<file path="config.mk">
export PLATFORM = sky130hd
export DESIGN_NAME = cache_axi_arbiter
export DESIGN_NICKNAME = d
export VERILOG_FILES = /design/src/rtl/cache_axi_arbiter.sv
export SDC_FILE = /design/constraint.sdc
export NUM_CORES = 1
export LEC_CHECK = 0
export CORE_MARGIN = 4
export CORE_UTILIZATION = 39
export CTS_CLUSTER_SIZE = 8
export DETAILED_ROUTE_END_ITERATION = 10
export PLACE_DENSITY = 0.8
export SETUP_SLACK_MARGIN = 0.15
export SYNTH_ARGS = -nofsm -noshare
export SYNTH_HDL_FRONTEND = slang
export SYNTH_SLANG_ARGS = --single-unit
export TNS_END_PERCENT = 100
</file>
<file path="constraint.sdc">
create_clock -name clk -period 1.9 [get_ports clk]
set_clock_uncertainty 0.1 [all_clocks]
set_input_delay 0.19 -clock clk [delete_from_list [all_inputs] [get_ports clk]]
set_output_delay 0.19 -clock clk [all_outputs]
set_load 0.03 [all_outputs]
</file>
<file path="src/rtl/cache_axi_arbiter.sv">
// cache_axi_arbiter: serialises instruction-cache misses and data-port requests
// onto one AXI master, one single-beat transaction at a time.
// Ports:
//   clk, resetn               clock, asynchronous active-low reset
//   inst_cache_*              instruction miss port (req/addr in, rdata/dok out)
//   data_*                    data port (req/wr/size/addr/wdata/wstrb in, rdata/dok out)
//   ar*/r*/aw*/w*/b*          AXI master channels, single beat, INCR, fixed ids
module cache_axi_arbiter (
    input  logic        clk,
    input  logic        resetn,
    input  logic        inst_cache_req,
    input  logic [31:0] inst_cache_addr,
    output logic [31:0] inst_cache_rdata,
    output logic        inst_cache_dok,
    input  logic        data_req,
    input  logic        data_wr,
    input  logic [1:0]  data_size,
    input  logic [31:0] data_addr,
    input  logic [31:0] data_wdata,
    input  logic [3:0]  data_wstrb,
    output logic [31:0] data_rdata,
    output logic        data_dok,
    output logic [3:0]  arid,
    output logic [31:0] araddr,
    output logic [3:0]  arlen,
    output logic [2:0]  arsize,
    output logic [1:0]  arburst,
    output logic        arvalid,
    input  logic        arready,
    input  logic [31:0] rdata,
    input  logic        rvalid,
    output logic        rready,
    output logic [3:0]  awid,
    output logic [31:0] awaddr,
    output logic [3:0]  awlen,
    output logic [2:0]  awsize,
    output logic [1:0]  awburst,
    output logic        awvalid,
    input  logic        awready,
    output logic [3:0]  wid,
    output logic [31:0] wdata,
    output logic [3:0]  wstrb,
    output logic        wlast,
    output logic        wvalid,
    input  logic        wready,
    input  logic        bvalid,
    output logic        bready
);
    typedef enum logic [2:0] {S_IDLE, S_AR, S_R, S_AW_W, S_B, S_DONE} state_t;
    state_t      r_state, w_next;
    logic        r_own_d, r_aw_done, r_w_done;
    logic [1:0]  r_size;
    logic [3:0]  r_wstrb;
    logic [31:0] r_addr, r_wdata, r_irdata, r_drdata;
    logic        w_grant;
    assign w_grant = r_state == S_IDLE && (data_req || inst_cache_req);
    always_ff @(posedge clk or negedge resetn)
        if (!resetn) r_state <= S_IDLE;
        else         r_state <= w_next;
    always_comb begin
        w_next = r_state;
        case (r_state)
            S_IDLE: w_next = data_req ? (data_wr ? S_AW_W : S_AR) : inst_cache_req ? S_AR : S_IDLE;
            S_AR:   w_next = arready ? S_R : S_AR;
            S_R:    w_next = rvalid ? S_DONE : S_R;
            // both handshakes may finish in the same cycle or in either order
            S_AW_W: w_next = (r_aw_done || awready) && (r_w_done || wready) ? S_B : S_AW_W;
            S_B:    w_next = bvalid ? S_DONE : S_B;
            S_DONE: w_next = S_IDLE;
            default: w_next = S_IDLE;
        endcase
    end
    always_ff @(posedge clk or negedge resetn) begin
        if (!resetn) begin
            r_own_d   <= 1'b0;
            r_aw_done <= 1'b0;
            r_w_done  <= 1'b0;
            r_size    <= 2'd0;
            r_wstrb   <= 4'd0;
            r_addr    <= 32'd0;
            r_wdata   <= 32'd0;
            r_irdata  <= 32'd0;
            r_drdata  <= 32'd0;
        end else begin
            if (w_grant) begin
                r_own_d   <= data_req;
                r_addr    <= data_req ? data_addr : inst_cache_addr;
                r_size    <= data_req ? data_size : 2'd2;
                r_aw_done <= 1'b0;
                r_w_done  <= 1'b0;
                if (data_req) begin
                    r_wdata <= data_wdata;
                    r_wstrb <= data_wstrb;
                end
            end
            if (awvalid && awready) r_aw_done <= 1'b1;
            if (wvalid && wready)   r_w_done  <= 1'b1;
            if (rready && rvalid) begin
                if (r_own_d) r_drdata <= rdata;
                else         r_irdata <= rdata;
            end
        end
    end
    // instruction fetches are always word aligned; the full address is kept so
    // the data side can issue sub-word accesses from the same register
    assign araddr           = r_own_d ? r_addr : {r_addr[31:2], 2'b00};
    assign arsize           = {1'b0, r_size};
    assign arid             = {3'b000, r_own_d};
    assign arlen            = 4'd0;
    assign arburst          = 2'b01;
    assign arvalid          = r_state == S_AR;
    assign rready           = r_state == S_R;
    assign awid             = 4'd1;
    assign awaddr           = r_addr;
    assign awlen            = 4'd0;
    assign awsize           = {1'b0, r_size};
    assign awburst          = 2'b01;
    assign awvalid          = r_state == S_AW_W && !r_aw_done;
    assign wid              = 4'd1;
    assign wdata            = r_wdata;
    assign wstrb            = r_wstrb;
    assign wlast            = 1'b1;
    assign wvalid           = r_state == S_AW_W && !r_w_done;
    assign bready           = r_state == S_B;
    assign inst_cache_dok   = r_state == S_DONE && !r_own_d;
    assign data_dok         = r_state == S_DONE && r_own_d;
    assign inst_cache_rdata = r_irdata;
    assign data_rdata       = r_drdata;
endmodule

</file>
; ---- Yosys cells after proc, flatten, opt, wreduce, memory -nomap -nowiden
; Cells that the tools add are included.
[word_totals]
reg_bits = 140
inputBits = 144
output_inout_bits = 202
elab_cells = 51
[classes]
eq_ne = 5
mux = 14
bitwise = 1
n_reduce_logical = 21
[op_table]
columns = operator, n
row1 = $mux 32, 1
row2 = $pmux 3 s5, 1
row3 = $mux 2, 5
row4 = $logic_and 1x1->1, 9
row5 = $eq 3x2->1 const B, 2
row6 = $eq 3x3->1 const B, 2
row7 = $mux 3, 2
row8 = $reduce_and 2->1, 3
row9 = $mux 1, 5
row10 = $reduce_bool 2->1, 2
row11 = $eq 3x1->1 const B, 1
row12 = $logic_not 1->1, 3
row13 = $logic_not 3->1, 1
row14 = $logic_or 1x1->1, 3
row15 = $not 1->1, 1

; ---- Depth between registers and ports, before layout
[logic_depth]
depth_word = 4
ltp_mapped = 6

; ---- Least setup slack after synthesis
; No wires, ideal clock.
[synth_timing]
kind = reg-to-output
from = reg r_state[0]
to = out inst_cache_dok
arrival_time_ns = 1.659
t_required_ns = 1.610
slack_ns = -0.049
stages_incl_launch_ff = 4
n_path_buf = 1
cell_sequence = dfrtp_1 buf_2 inv_1 nor4b_1
[synth_via]
elab_chain_cells = 2
[synth_lines]
columns = item, line_no
row1 = start: declaration, 50  ; state_t r_state, w_next;
row2 = start signal: assignment, 59  ; else r_state <= w_next;
row3 = $eq 3x3->1, 125  ; assign inst_cache_dok = r_state == S_DONE && !r_own_d;
row4 = $logic_and 1x1->1, 125
row5 = end: declaration, 14  ; output logic inst_cache_dok,
; No other way between the ends.

; ---- Worst setup path after layout
[layout_timing]
from = reg r_state[1]
to = out inst_cache_dok
; Same word-level chain as after synthesis.

==> run_results.csv <==
group,metric,value,unit
cts,worst_setup_hold_path_clk_slew,0.06,ns
placement,dp_hpwl,14.42,mm
timing,min_period,1.841,ns
timing,timing.final.max_slew_violations,0,
cts,cts_tree,"yes",
worst_setup_path,slowest_delay,0.44,ns
synthesis,post_synth_inst_count,430,
worst_setup_path,critPathLaunch,"r_state[1]$_DFF_PN0_",
cts,number_of_buffers_created_by_cts,17,
worst_setup_path,cp.arrival,1.55,ns
cts,insertion_delay_of_the_later_clocked_pin_in_the_worst_skew_pair,0.41,ns
synthesis,synth_cell_type_count,37,
placement,port_buffers,319,
synthesis,syn-cell-area,6401,um^2
pwr,power.share.sequential,27.4,%
synthesis,synth_area_per_cell,14.89,um^2
worst_setup_path,timing.critical_path.from_type,"flip-flop",
grt,grt_start_max_net_pins,43,
placement,finalWeightedCongestion,0.7939,
pwr,share_comb_of_total_power,56.6,%
layout,fraction_of_final_layout_cells_sized_beyond_drive_strength_1,35.10,%
route,dr.pass1.iters,4,
synthesis,postSynthRegisterBits,140,
worst_setup_path,path_buf_inv,2,
pwr,total_power,19930,uW
layout,insertedDiodeCount,0,
cts,cts_root_buf,"sky130_fd_sc_hd__clkbuf_16",
die,chipHeight,136.1,um
cts,maximum_clock_path_buffer_count,2,
timing,max_freq,0.5431,GHz
grt,grt_antenna_before_repair,0,
cts,h_tree_depth,4,
grt,track_usage,19.79,%
worst_setup_path,worst_setup_path_end_kind,"output port",
placement,dpl-instance-area,9639,um^2
timing,grt_setup_unrepaired,"true",
grt,globalRoute.totalOverflow,0,
pwr,clock_power_share,16.0,%
pwr,peakVddDrop,1.008,mV
worst_setup_path,critical-path-top-delay-family,"flip-flops",
layout,synthToLayoutAreaGrowth,67.94,%
synthesis,synth_seq_area_share,54.73,%
layout,layout.cells.most_common,"sky130_fd_sc_hd__dlygate4sd2_1",
route,number_of_drc_markers_in_iteration_0,136,
worst_setup_path,cpMaxStageDelayCell,"sky130_fd_sc_hd__dfrtp_2",
layout,layout.nets,906,
cts,clkSinkCount,140,
die,core.rowCount,46,
worst_setup_path,worst_ep_required_time,1.61,ns
layout,final_cell_mix,"sky130_fd_sc_hd__dlygate4sd2_1, sky130_fd_sc_hd__clkdlybuf4s50_1, sky130_fd_sc_hd__dfrtp_1, sky130_fd_sc_hd__mux2_2, sky130_fd_sc_hd__mux2_4",
route,drc,0,
pwr,p_leak,0.005125,uW
worst_setup_path,critical_path.reg2reg.startpoint,"r_state[0]$_DFF_PN0_",
worst_setup_path,path_cells,"buf_4 > nor4b_4 > buf_12",
worst_setup_path,worst-path-max-fanout,4,
die,design.core.area,16000,um^2
route,finalWirelength,20.92,mm
die,number_of_primary_i_o_pins,346,
pwr,power.internal,11300,uW
worst_setup_path,criticalPathCategory,"reg2out",
synthesis,synth.yosys.warnings,0,
timing,final_hold_violating_endpoints,0,
status,outcome,"complete, no violations",
pwr,sw_frac_of_total,43.31,%
grt,first_pass_grt_wire_length,28.08,mm
route,routed_wire_length_per_instance,21.11,um
route,num_vias,4738,
die,chipWidth,136.1,um
flow_run,max_cap_violations,0,
layout,fillCellCount,1191,
timing,layout_worst_path_cycle_share,96.90,%
layout,final-instance-count-excl-fill,991,
die,starting_density_of_the_core,40.01,%
route,antenna_violating_nets_post_route,0,
placement,placed_cells_incl_taps,926,
grt,via_count_of_the_first_global_routing_pass,5198,
layout,stdcell_area,10750,um^2
die,design.die.area,18530,um^2
pwr,power.density,1854,nW/um^2
pwr,power.net_switching,8633,uW
route,viasPerCell,4.781,
min_path,hold_class,"in2async",
timing,setup_violations,0,
logic make-up (layout without fill, tap and decap cells):
group                  count (synthesis)  after routing  share of synthesized area, %
AOI/OAI and AO/OA                     11             11                         1.212
DFF                                  140            140                         54.73
other                                  2             26                        0.1173
buffers and inverters                 82            403                         9.988
muxes                                166            166                         30.92
and+or+nand+nor                       29             29                         3.030
cell usage after synthesis:
cell type / n / share of area [%]
sky130_fd_sc_hd__mux2_2: 129 / 23
sky130_fd_sc_hd__and4bb_1: 1 / 0.20
sky130_fd_sc_hd__a21oi_1: 2 / 0.16
sky130_fd_sc_hd__buf_6: 12 / 2.1
sky130_fd_sc_hd__inv_1: 2 / 0.12
sky130_fd_sc_hd__clkbuf_1: 1 / 0.059
sky130_fd_sc_hd__nor2_1: 5 / 0.29
sky130_fd_sc_hd__nor4b_1: 1 / 0.14
sky130_fd_sc_hd__o21ai_0: 1 / 0.078
sky130_fd_sc_hd__nand4_1: 1 / 0.098
sky130_fd_sc_hd__nor4b_4: 1 / 0.37
sky130_fd_sc_hd__o221ai_1: 1 / 0.14
sky130_fd_sc_hd__and3b_1: 1 / 0.14
sky130_fd_sc_hd__nand2_2: 1 / 0.098
sky130_fd_sc_hd__nor3_1: 1 / 0.078
sky130_fd_sc_hd__o21a_1: 1 / 0.12
sky130_fd_sc_hd__and2_1: 2 / 0.20
sky130_fd_sc_hd__buf_4: 63 / 7.4
sky130_fd_sc_hd__mux2_1: 5 / 0.88
sky130_fd_sc_hd__nand2b_1: 2 / 0.20
sky130_fd_sc_hd__nor3_2: 2 / 0.31
sky130_fd_sc_hd__a22oi_1: 1 / 0.12
sky130_fd_sc_hd__o22ai_1: 1 / 0.098
sky130_fd_sc_hd__a21o_1: 1 / 0.12
sky130_fd_sc_hd__o211ai_1: 1 / 0.12
sky130_fd_sc_hd__a22o_1: 1 / 0.14
sky130_fd_sc_hd__nand2_1: 6 / 0.35
sky130_fd_sc_hd__conb_1: 2 / 0.12
sky130_fd_sc_hd__and4b_1: 1 / 0.16
sky130_fd_sc_hd__or2_2: 2 / 0.20
sky130_fd_sc_hd__nor2b_1: 1 / 0.098
sky130_fd_sc_hd__nor3b_1: 1 / 0.12
sky130_fd_sc_hd__mux2i_1: 2 / 0.31
sky130_fd_sc_hd__mux2_4: 30 / 7.0
sky130_fd_sc_hd__buf_2: 4 / 0.31
sky130_fd_sc_hd__dfrtp_1: 140 / 55
sky130_fd_sc_hd__a2bb2oi_1: 1 / 0.14
worst paths after layout:
check	end	slack, ns	cells after the start
max	inst_cache_dok	0.06	3
min	awaddr[21]$_DFFE_PN0P_	0.17	2
max reg2reg	wdata[11]$_DFFE_PN0P_	0.07	6
min reg2reg	inst_cache_rdata[5]$_DFFE_PN0P_	0.38	1
max in group asynchronous	data_rdata[20]$_DFFE_PN0P_	0.96	3
min in group clk	r_size[1]$_DFFE_PN0P_	0.22	3
timing repair:
action	4_1_cts	5_1_grt
pin swaps	3	5
hold endpoints to repair	140	0
gates resized for setup	178	74
setup buffers	7	10
endpoints found under the setup margin	241	149
gates cloned	0	15
hold buffers	1	0
worst register-to-register path, cell delays in order (launching register included):
cell and delay [ns]:
sky130_fd_sc_hd__dfrtp_1 0.39, sky130_fd_sc_hd__buf_6 0.14, sky130_fd_sc_hd__buf_6 0.11, sky130_fd_sc_hd__nor4b_4 0.27, sky130_fd_sc_hd__buf_6 0.22, sky130_fd_sc_hd__clkbuf_16 0.19
sky130_fd_sc_hd__mux2_4 0.31
final cells by class:
type	count	area (um^2)	area share [%]
Clock inverter	12	110.1	1.024
Multi-Input combinational cell	232	2581	24.01
Sequential cell	140	3507	32.62
Clock buffer	20	456.7	4.248
Tap cell	216	270.3	2.514
Timing Repair Buffer	369	3817	35.51
Inverter	2	7.507	0.06983
layer usage:
metal / track usage [%] / share of wire [%] / up-vias
li1: - / - / 2098
met1: 20.11 / 34 / 2366
met2: 36.35 / 54 / 234
met3: 7.365 / 8.9 / 40
met4: 8.119 / 2.5 / 0
met5: 0 / 0 / -
power by group through the flow:
stage / Clock [uW] / Combinational [uW] / Sequential [uW]
after floorplan: 0 / 4120 / 8210
final: 3190 / 11300 / 5470
after global routing: 3400 / 11800 / 5650
after detailed placement: 0 / 11400 / 5560
after CTS: 3240 / 10400 / 5450
after global placement: 0 / 11200 / 5450
flip-flops by register name (all words and copies together), names as in the netlist:
signal	count
wdata	32
r_own_d	1
awaddr	32
wstrb	4
inst_cache_rdata	32
data_rdata	32
r_size	2
r_state	3
r_aw_done	1
r_w_done	1
stage by stage:
step	worst slack, ns	TNS [ns]	hold WS (ns)	util [%]
final	0.05881	0	0.1698	67.19
after global routing	-0.0005745	-0.0005745	0.2104	67.19
after CTS	0.03868	0	0.1766	63.25
after detailed placement	-0.04585	-1.166	0.05109	60.24
after global placement	-0.04336	-1.377	0.04481	60.24
after floorplan	0.2332	0	-0.2056	-
Note: power is estimated with default switching activity, not from simulation.
